File: src/rtl/draw_highlight_start.sv
// Start-screen overlay: draws a blinking/solid rectangular border around the menu box
// on top of the incoming VGA stream, with every stream field registered once.
module draw_highlight_start #(
    parameter int          X_POS        = 384,
    parameter int          Y_POS        = 240,
    parameter int          WIDTH        = 256,
    parameter int          HEIGHT       = 64,
    parameter int          BORDER       = 4,
    parameter logic [11:0] COLOR        = 12'hFF0,
    parameter int          BLINK_FRAMES = 30
) (
    input  logic        clk,
    input  logic        rst_n,
    input  logic        enable,
    input  logic        hover,
    input  logic [10:0] in_hcount,
    input  logic [10:0] in_vcount,
    input  logic        in_hsync,
    input  logic        in_vsync,
    input  logic        in_hblnk,
    input  logic        in_vblnk,
    input  logic [11:0] in_rgb,
    output logic [10:0] out_hcount,
    output logic [10:0] out_vcount,
    output logic        out_hsync,
    output logic        out_vsync,
    output logic        out_hblnk,
    output logic        out_vblnk,
    output logic [11:0] out_rgb
);

    typedef enum logic [1:0] {
        OFF   = 2'd0,
        ON    = 2'd1,
        BLANK = 2'd2,
        SOLID = 2'd3
    } state_t;

    // Box edges widened to 12 bits so X_POS+WIDTH cannot wrap the 11-bit counters.
    localparam logic [11:0] X_LO  = 12'(X_POS);
    localparam logic [11:0] X_HI  = 12'(X_POS + WIDTH);
    localparam logic [11:0] XI_LO = 12'(X_POS + BORDER);
    localparam logic [11:0] XI_HI = 12'(X_POS + WIDTH - BORDER);
    localparam logic [11:0] Y_LO  = 12'(Y_POS);
    localparam logic [11:0] Y_HI  = 12'(Y_POS + HEIGHT);
    localparam logic [11:0] YI_LO = 12'(Y_POS + BORDER);
    localparam logic [11:0] YI_HI = 12'(Y_POS + HEIGHT - BORDER);
    localparam logic [7:0]  BLINK_LAST = 8'(BLINK_FRAMES - 1);

    state_t      state_reg;
    state_t      state_next;
    logic [7:0]  count_reg;
    logic [7:0]  count_next;
    logic        vblnk_prev_reg;
    logic        frame_tick;
    logic [11:0] h_ext;
    logic [11:0] v_ext;
    logic        in_outer;
    logic        in_inner;
    logic        border_pixel;
    logic        draw_on;
    logic [11:0] rgb_next;

    assign frame_tick = in_vblnk & ~vblnk_prev_reg;

    always_ff @(posedge clk or negedge rst_n) begin
        if (!rst_n) begin
            state_reg      <= OFF;
            count_reg      <= '0;
            vblnk_prev_reg <= 1'b0;
        end else begin
            state_reg      <= state_next;
            count_reg      <= count_next;
            vblnk_prev_reg <= in_vblnk;
        end
    end

    // Disable overrides everything; every other move waits for a frame tick.
    always_comb begin
        state_next = state_reg;
        count_next = count_reg;
        if (!enable) begin
            state_next = OFF;
            count_next = '0;
        end else if (frame_tick) begin
            case (state_reg)
                OFF: begin
                    state_next = ON;
                    count_next = '0;
                end
                ON, BLANK: begin
                    if (hover) begin
                        state_next = SOLID;
                        count_next = '0;
                    end else if (count_reg == BLINK_LAST) begin
                        state_next = (state_reg == ON) ? BLANK : ON;
                        count_next = '0;
                    end else begin
                        count_next = count_reg + 8'd1;
                    end
                end
                SOLID: begin
                    if (!hover) begin
                        state_next = ON;
                        count_next = '0;
                    end
                end
                default: begin
                    state_next = OFF;
                    count_next = '0;
                end
            endcase
        end
    end

    assign h_ext = {1'b0, in_hcount};
    assign v_ext = {1'b0, in_vcount};

    always_comb begin
        in_outer     = (h_ext >= X_LO) && (h_ext < X_HI) && (v_ext >= Y_LO) && (v_ext < Y_HI);
        in_inner     = (h_ext >= XI_LO) && (h_ext < XI_HI) && (v_ext >= YI_LO) && (v_ext < YI_HI);
        border_pixel = in_outer && !in_inner;
        draw_on      = (state_reg == ON) || (state_reg == SOLID);
        rgb_next     = in_rgb;
        if (in_hblnk || in_vblnk) begin
            rgb_next = 12'h000;
        end else if (draw_on && border_pixel) begin
            rgb_next = COLOR;
        end
    end

    always_ff @(posedge clk or negedge rst_n) begin
        if (!rst_n) begin
            out_hcount <= '0;
            out_vcount <= '0;
            out_hsync  <= 1'b0;
            out_vsync  <= 1'b0;
            out_hblnk  <= 1'b0;
            out_vblnk  <= 1'b0;
            out_rgb    <= '0;
        end else begin
            out_hcount <= in_hcount;
            out_vcount <= in_vcount;
            out_hsync  <= in_hsync;
            out_vsync  <= in_vsync;
            out_hblnk  <= in_hblnk;
            out_vblnk  <= in_vblnk;
            out_rgb    <= rgb_next;
        end
    end

endmodule
File: config.mk
export PLATFORM = sky130hd
export DESIGN_NAME = draw_highlight_start
export DESIGN_NICKNAME = d
export VERILOG_FILES = /design/src/rtl/draw_highlight_start.sv
export SDC_FILE = /design/constraint.sdc
export NUM_CORES = 1
export LEC_CHECK = 0
export CAP_MARGIN = 20
export CORE_ASPECT_RATIO = 0.75
export CORE_UTILIZATION = 45
export CTS_BUF_LIST = sky130_fd_sc_hd__clkbuf_4 sky130_fd_sc_hd__clkbuf_8 sky130_fd_sc_hd__clkbuf_16
export DETAILED_ROUTE_END_ITERATION = 12
export PLACE_DENSITY = 0.92
export SLEW_MARGIN = 0
export SYNTH_ARGS = -nofsm -noshare
export SYNTH_HDL_FRONTEND = slang
export SYNTH_SLANG_ARGS = --single-unit
File: constraint.sdc
create_clock -name clk -period 3.7 [get_ports clk]
set_input_delay 0.74 -clock clk [delete_from_list [all_inputs] [get_ports clk]]
set_output_delay 0.74 -clock clk [all_outputs]
set_load 0.03 [all_outputs]
== Word level (Yosys, flattened, before mapping) ==
Index checks and enable logic that the tools add are counted.

* Bitwise gates (word level): 2
* Equal/unequal tests: 7
* Reductions and logical operators: 15
* $add $sub $neg: 1
* Order comparisons: 8
* Mux-type cells: 15

{| class="wikitable"
|+ Operators by type and width
! operator !! count
|-
| 8-bit two-way mux || 5
|-
| 12-bit two-way mux || 2
|-
| 8-bit one-hot mux with 3 select lines || 1
|-
| 11-bit by 8-bit >= comparator with 1-bit output, second input constant || 2
|-
| 11-bit by 9-bit >= comparator with 1-bit output, second input constant || 2
|-
| 11-bit by 10-bit < comparator with 1-bit output, second input constant || 2
|-
| 11-bit by 9-bit < comparator with 1-bit output, second input constant || 2
|-
| 2-bit two-way mux || 6
|-
| 8-bit by 1-bit adder with 8-bit output, second input constant || 1
|-
| 8-bit by 5-bit equality test with 1-bit output, second input constant || 1
|-
| 1-bit logical AND || 8
|-
| 2-bit one-hot mux with 3 select lines || 1
|-
| 2-bit equality test, second input constant || 2
|-
| 4-bit inequality test, second input constant || 1
|-
| 3-bit inequality test, second input constant || 1
|-
| 3-bit AND reduction || 1
|-
| 2-bit by 1-bit equality test with 1-bit output, second input constant || 1
|-
| 2-bit logical NOT || 1
|-
| 1-bit logical OR || 2
|-
| 2-bit by 1-bit inequality test with 1-bit output, second input constant || 1
|-
| 2-bit AND reduction || 1
|-
| 2-bit OR reduction || 1
|-
| 1-bit AND || 1
|-
| 1-bit logical NOT || 1
|-
| 1-bit NOT || 1
|}

* Flip-flop bits (word level): 48
* Word-level logic and storage cells: 57
* Bits of input ports: 42
* Output and inout port bits: 38

== Longest topological paths before layout ==
* Depth after elaboration: 9
* Depth in mapped cells: 6
* Mapped depth without buffers: 6

== Least setup slack after synthesis ==
Ideal clock, no wire load.

* Path type: input port to flip-flop
* Start point: input in_vcount[6]
* End point: register out_rgb[10]
* Setup time: 0.078 ns
* Slack: 1.571 ns
* Arrival: 2.051 ns
* Required time: 3.622 ns
* Buffers on the path: 1
* Stages on the path: 5
* Path through: or3b_1 > o22a_1 > or4b_1 > buf_2 > o21ai_1

* Longest elaborated chain between the ends: 8
* Elaborated cells between the ends (all ways): 13
* Classes of those cells: order compare (4); mux (2); reduce/logical (7)

{| class="wikitable"
|+ RTL lines
! item !! line !! text
|-
| start, declared || 17 || <nowiki>input logic [10:0] in_vcount,</nowiki>
|-
| 11-bit by 8-bit >= comparator with 1-bit output || 121 || <nowiki>in_inner = (h_ext >= XI_LO) && (h_ext < XI_HI) && (v_ext >= YI_LO) && (v_ext < YI_HI);</nowiki>
|-
| 1-bit logical AND (2 in series) || 121 ||
|-
| 1-bit logical NOT || 122 || <nowiki>border_pixel = in_outer && !in_inner;</nowiki>
|-
| 1-bit logical AND (*) || 122 ||
|-
| 1-bit logical AND (*) || 127 || <nowiki>end else if (draw_on && border_pixel) begin</nowiki>
|-
| 12-bit two-way mux (*) || 127 ||
|-
| 12-bit two-way mux (*) || 125 || <nowiki>if (in_hblnk || in_vblnk) begin</nowiki>
|-
| net rgb_next[10] || 62 || <nowiki>logic [11:0] rgb_next;</nowiki>
|-
| end signal, assigned || 148 || <nowiki>out_rgb <= rgb_next;</nowiki>
|-
| end, declared || 29 || <nowiki>output logic [11:0] out_rgb</nowiki>
|}

The timed path passes the listed nets; every way through them passes the cells marked *.
A chain may end at the register's enable or synchronous reset.

== Final worst setup path ==
* Start point: input in_hcount[10]
* End point: register out_rgb[4]

* Longest elaborated chain between the ends: 9
* Elaborated cells between the ends (all ways): 15
* Classes of those cells: order compare (4); mux (2); reduce/logical (9)

{| class="wikitable"
|+ RTL lines
! item !! line !! text
|-
| start, declared || 16 || <nowiki>input logic [10:0] in_hcount,</nowiki>
|-
| 11-bit by 9-bit >= comparator with 1-bit output / 11-bit by 10-bit < comparator with 1-bit output (equally long branches) || 121 ||
|-
| 1-bit logical AND (3 in series) || 121 ||
|-
| 1-bit logical NOT || 122 ||
|-
| 1-bit logical AND (*) || 122 ||
|-
| 1-bit logical AND (*) || 127 ||
|-
| 12-bit two-way mux (*) || 127 ||
|-
| 12-bit two-way mux (*) || 125 ||
|-
| net rgb_next[4] || 62 ||
|}

Marks and branches as above.

==> summary.txt <==
Clock network
  – Clock Tree Buf Depth: 2
  – Clk_lat worst skew: roughly 300 ps
  – CTS tree: built
  – CTS resizes: 0
  – Cts hold-fix bufs: 0
  – H-tree levels: 2
  – Clk root buf: clkbuf_8
  – TritonCTS buffer count: 5
  – Reg clk slew, reported paths: 80 ps
  – Clock Sinks: 48
  – Post-CTS setup buffers: 0

Detailed routing
  – Drt wl/cell: 14.9 um
  – Starting DRC count in detailed routing: 70
  – Final wirelength: 4280 um
  – Via density: between 5 and 6
  – Via count: roughly 1.5k
  – Remaining DRCs: 0
  – Pre-antenna DRT Iters: 4
  – Antenna viol nets, final: 0

Global routing
  – Overall routing resource usage: 21.2%
  – Largest net degree at the start of global routing: a little under 50
  – GRT overflow: 0
  – Vias in the first global route: 1444
  – Initial antenna violation count: 0
  – Global-route wire length before repair: 6680 um

Status
  – Status: complete, no violations

Synth
  – Average size of a mapped cell: 12.2 um^2
  – Xor and xnor fraction of the mapped netlist area: 0%
  – Leading post-synthesis cells by cell area: dfrtp_1 (65%), nand2_1 (3.5%), ha_1 (3.4%), a21oi_1 (2.7%), o31ai_1 (2.0%)
  – Flop and latch count out of synthesis: 48
  – Yosys warns: 0
  – Post-synthesis simple-gate area fraction: 14.5%
  – Multiplexer area fraction after synthesis: less than 1%
  – Post-Synthesis Cell Area: 0.00184 mm^2
  – Cells after synthesis: 150
  – FFs w/ async S/R, synth: 100%
  – Synth cell count leaders: dfrtp_1 (48), nand2_1 (17), a21oi_1 (10), inv_1 (7), o21ai_1 (7)
  – Syn Nets: 197
  – Post-synth top area cell: dfrtp_1
  – Register area share after synthesis: 65.4%
  – Synth Flop Type: dfrtp_1
  – Largest family of logic cells by synthesized area: simple AND/OR/NAND/NOR gates
  – Compound-Gate Fraction of Synth Area: between 10% and 20%
  – Top-count cell post-synth: dfrtp_1
  – Distinct cells, synth: 39
  – Synth Area in Adders: about 3.4%
  – EDFF count, synth: 0
  – Share of the synthesized area in the top cell type: 65.4%

Cells and area
  – Largest register FFs: 12
  – Final Instance Area: 0.00280 mm^2
  – Largest Register: out_rgb
  – Share of layout cells above drive strength 1: under 10%
  – Largest registers: out_rgb (12), out_hcount (11), out_vcount (11)
  – Final net count: 282
  – N_diodes: 0
  – Area growth syn-to-layout: 52.4%

Die
  – Die height: 57.3 um
  – I/O pin count: 80
  – Starting Density: around half
  – Std-Cell Rows: 19
  – Die width: 75.7 um
  – Total core area: 0.00378 mm^2
  – Die area: roughly 0.0043 mm^2

Power and ir drop
  – VDD IR max: about 0.00028 V
  – Lkg Pwr: ~1.2 nW
  – PD cells: 396 mW/mm^2
  – Power Total: 1.11 mW

Critical path
  – Register-to-Register Setup Slack: 1770 ps
  – Largest stage delay, worst path: 860 ps
  – Crit-path cells: clkdlybuf4s50_1, nor4bb_1, and3_1, a211oi_1, o21ai_1
  – CP arrival: between 2000 and 3000 ps
  – Critical path type: in -> reg
  – CP required: 3840 ps
  – CP Capture Type: flip-flop
  – Slowest-stage cell, CP: a211oi_1
  – CP max FO: 8
  – Startpoint Class: input port

Min path
  – Worst Hold Class: in -> async

STA
  – Final Hold Viols: 0
  – Setup TNS: 0 ps
  – Worst slew margin: ~26%
  – Worst Skew: about 6.7 ps
  – Worst Tran Pin Value: 1100 ps
  – RSZ-0062 raised after global routing: no
  – Final Max Slew Viols: 0
  – F_max: 395 MHz
  – Setup Viol. Count Final: 0
  – Worst hold slack: 254 ps
  – Tcrit/Tclk final: about 70%
  – Minimum clock period: 2530 ps

Place
  – GP Congestion: 0.838
  – Placed Area: 0.00268 mm^2
  – HPWL Detailed: about 3100 um
  – IO buf count: 79

Flow run
  – Max-Cap Viols: 0
power breakdown:
group	leakage (nW)	switching, mW	total, mW	internal [mW]
clock network	0.0516	0.170	0.323	0.153
logic	0.523	0.114	0.216	0.102
registers	0.601	0.0160	0.568	0.552
total	1.18	0.301	1.11	0.807
through the flow:
| step | utilization [%] | setup WS (ps) | std cells |
|---|---|---|---|
| 2_1_floorplan | - | 1570 | 150 |
| 3_3_place_gp | 70.9 | 987 | 279 |
| 3_5_place_dp | 70.9 | 857 | 279 |
| 4_1_cts | 73.5 | 1180 | 287 |
| 5_1_grt | 74.0 | 1100 | 288 |
| 6_report | 74.0 | 1170 | 288 |
cell usage in the layout, fill, tap and decap left out, drive strengths merged, types with 2 or more instances in the layout:
cell type | netlist | final
o21ai | 12 | 12
clkdlybuf4s50 | 0 | 78
clkbuf | 2 | 6
dfrtp | 48 | 48
nand2 | 17 | 17
nand2b | 2 | 2
buf | 1 | 3
a211oi | 2 | 2
o31ai | 5 | 5
nor2 | 4 | 4
a21oi | 10 | 10
a211o | 2 | 2
and3 | 3 | 3
or3 | 2 | 2
or4 | 5 | 5
ha | 5 | 5
inv | 7 | 8
nand3 | 3 | 3
layer usage:
metal / vias to the layer above / track usage (%) / wire (um)
li1: 708 / - / -
met1: 727 / 25.3 / 1740
met2: 75 / 35.4 / 2070
met3: 14 / 6.01 / 328
met4: 0 / 9.79 / 134
met5: - / 0 / 0
worst max-delay path: cells and delay by family:
kind	cells	cell delay [ps]
buffers and inverters	1	580
and+or+nand+nor	2	280
AOI/OAI and AO/OA	2	1050
final cells by class:
| type | count | area, um^2 |
|---|---|---|
| Sequential cell | 48 | 1200 |
| Clock inverter | 2 | 13.8 |
| Inverter | 7 | 26.3 |
| Multi-Input combinational cell | 92 | 596 |
| Clock buffer | 6 | 82.6 |
| Fill cell | 245 | 982 |
| Timing Repair Buffer | 81 | 813 |
| Tap cell | 52 | 65.1 |
final timing paths:
| check | cells past startpoint | to | from |
|---|---|---|---|
| worst min-delay path | 1 | count_reg[0]$_DFFE_PN0P_ | rst_n |
| worst max register to register | 6 | state_reg[0]$_DFFE_PN0P_ | count_reg[1]$_DFFE_PN0P_ |
| min in group clk | 2 | count_reg[1]$_DFFE_PN0P_ | count_reg[1]$_DFFE_PN0P_ |
| max in group asynchronous | 2 | out_rgb[7]$_DFF_PN0_ | rst_n |
| worst min register to register | 2 | count_reg[1]$_DFFE_PN0P_ | count_reg[1]$_DFFE_PN0P_ |
| worst max-delay path | 5 | out_rgb[4]$_DFF_PN0_ | in_hcount[10] |
cell families (layout without fill, tap and decap cells):
| kind of cell | count (synthesis) | count (layout) |
|---|---|---|
| adder cells (fa/ha/maj) | 5 | 5 |
| AO/OA/AOI/OAI | 38 | 38 |
| AND/OR/NAND/NOR | 48 | 48 |
| multiplexers | 1 | 1 |
| buffers and inverters | 10 | 96 |
| flip-flops | 48 | 48 |
No activity file was read; power rests on OpenSTA's default activity.
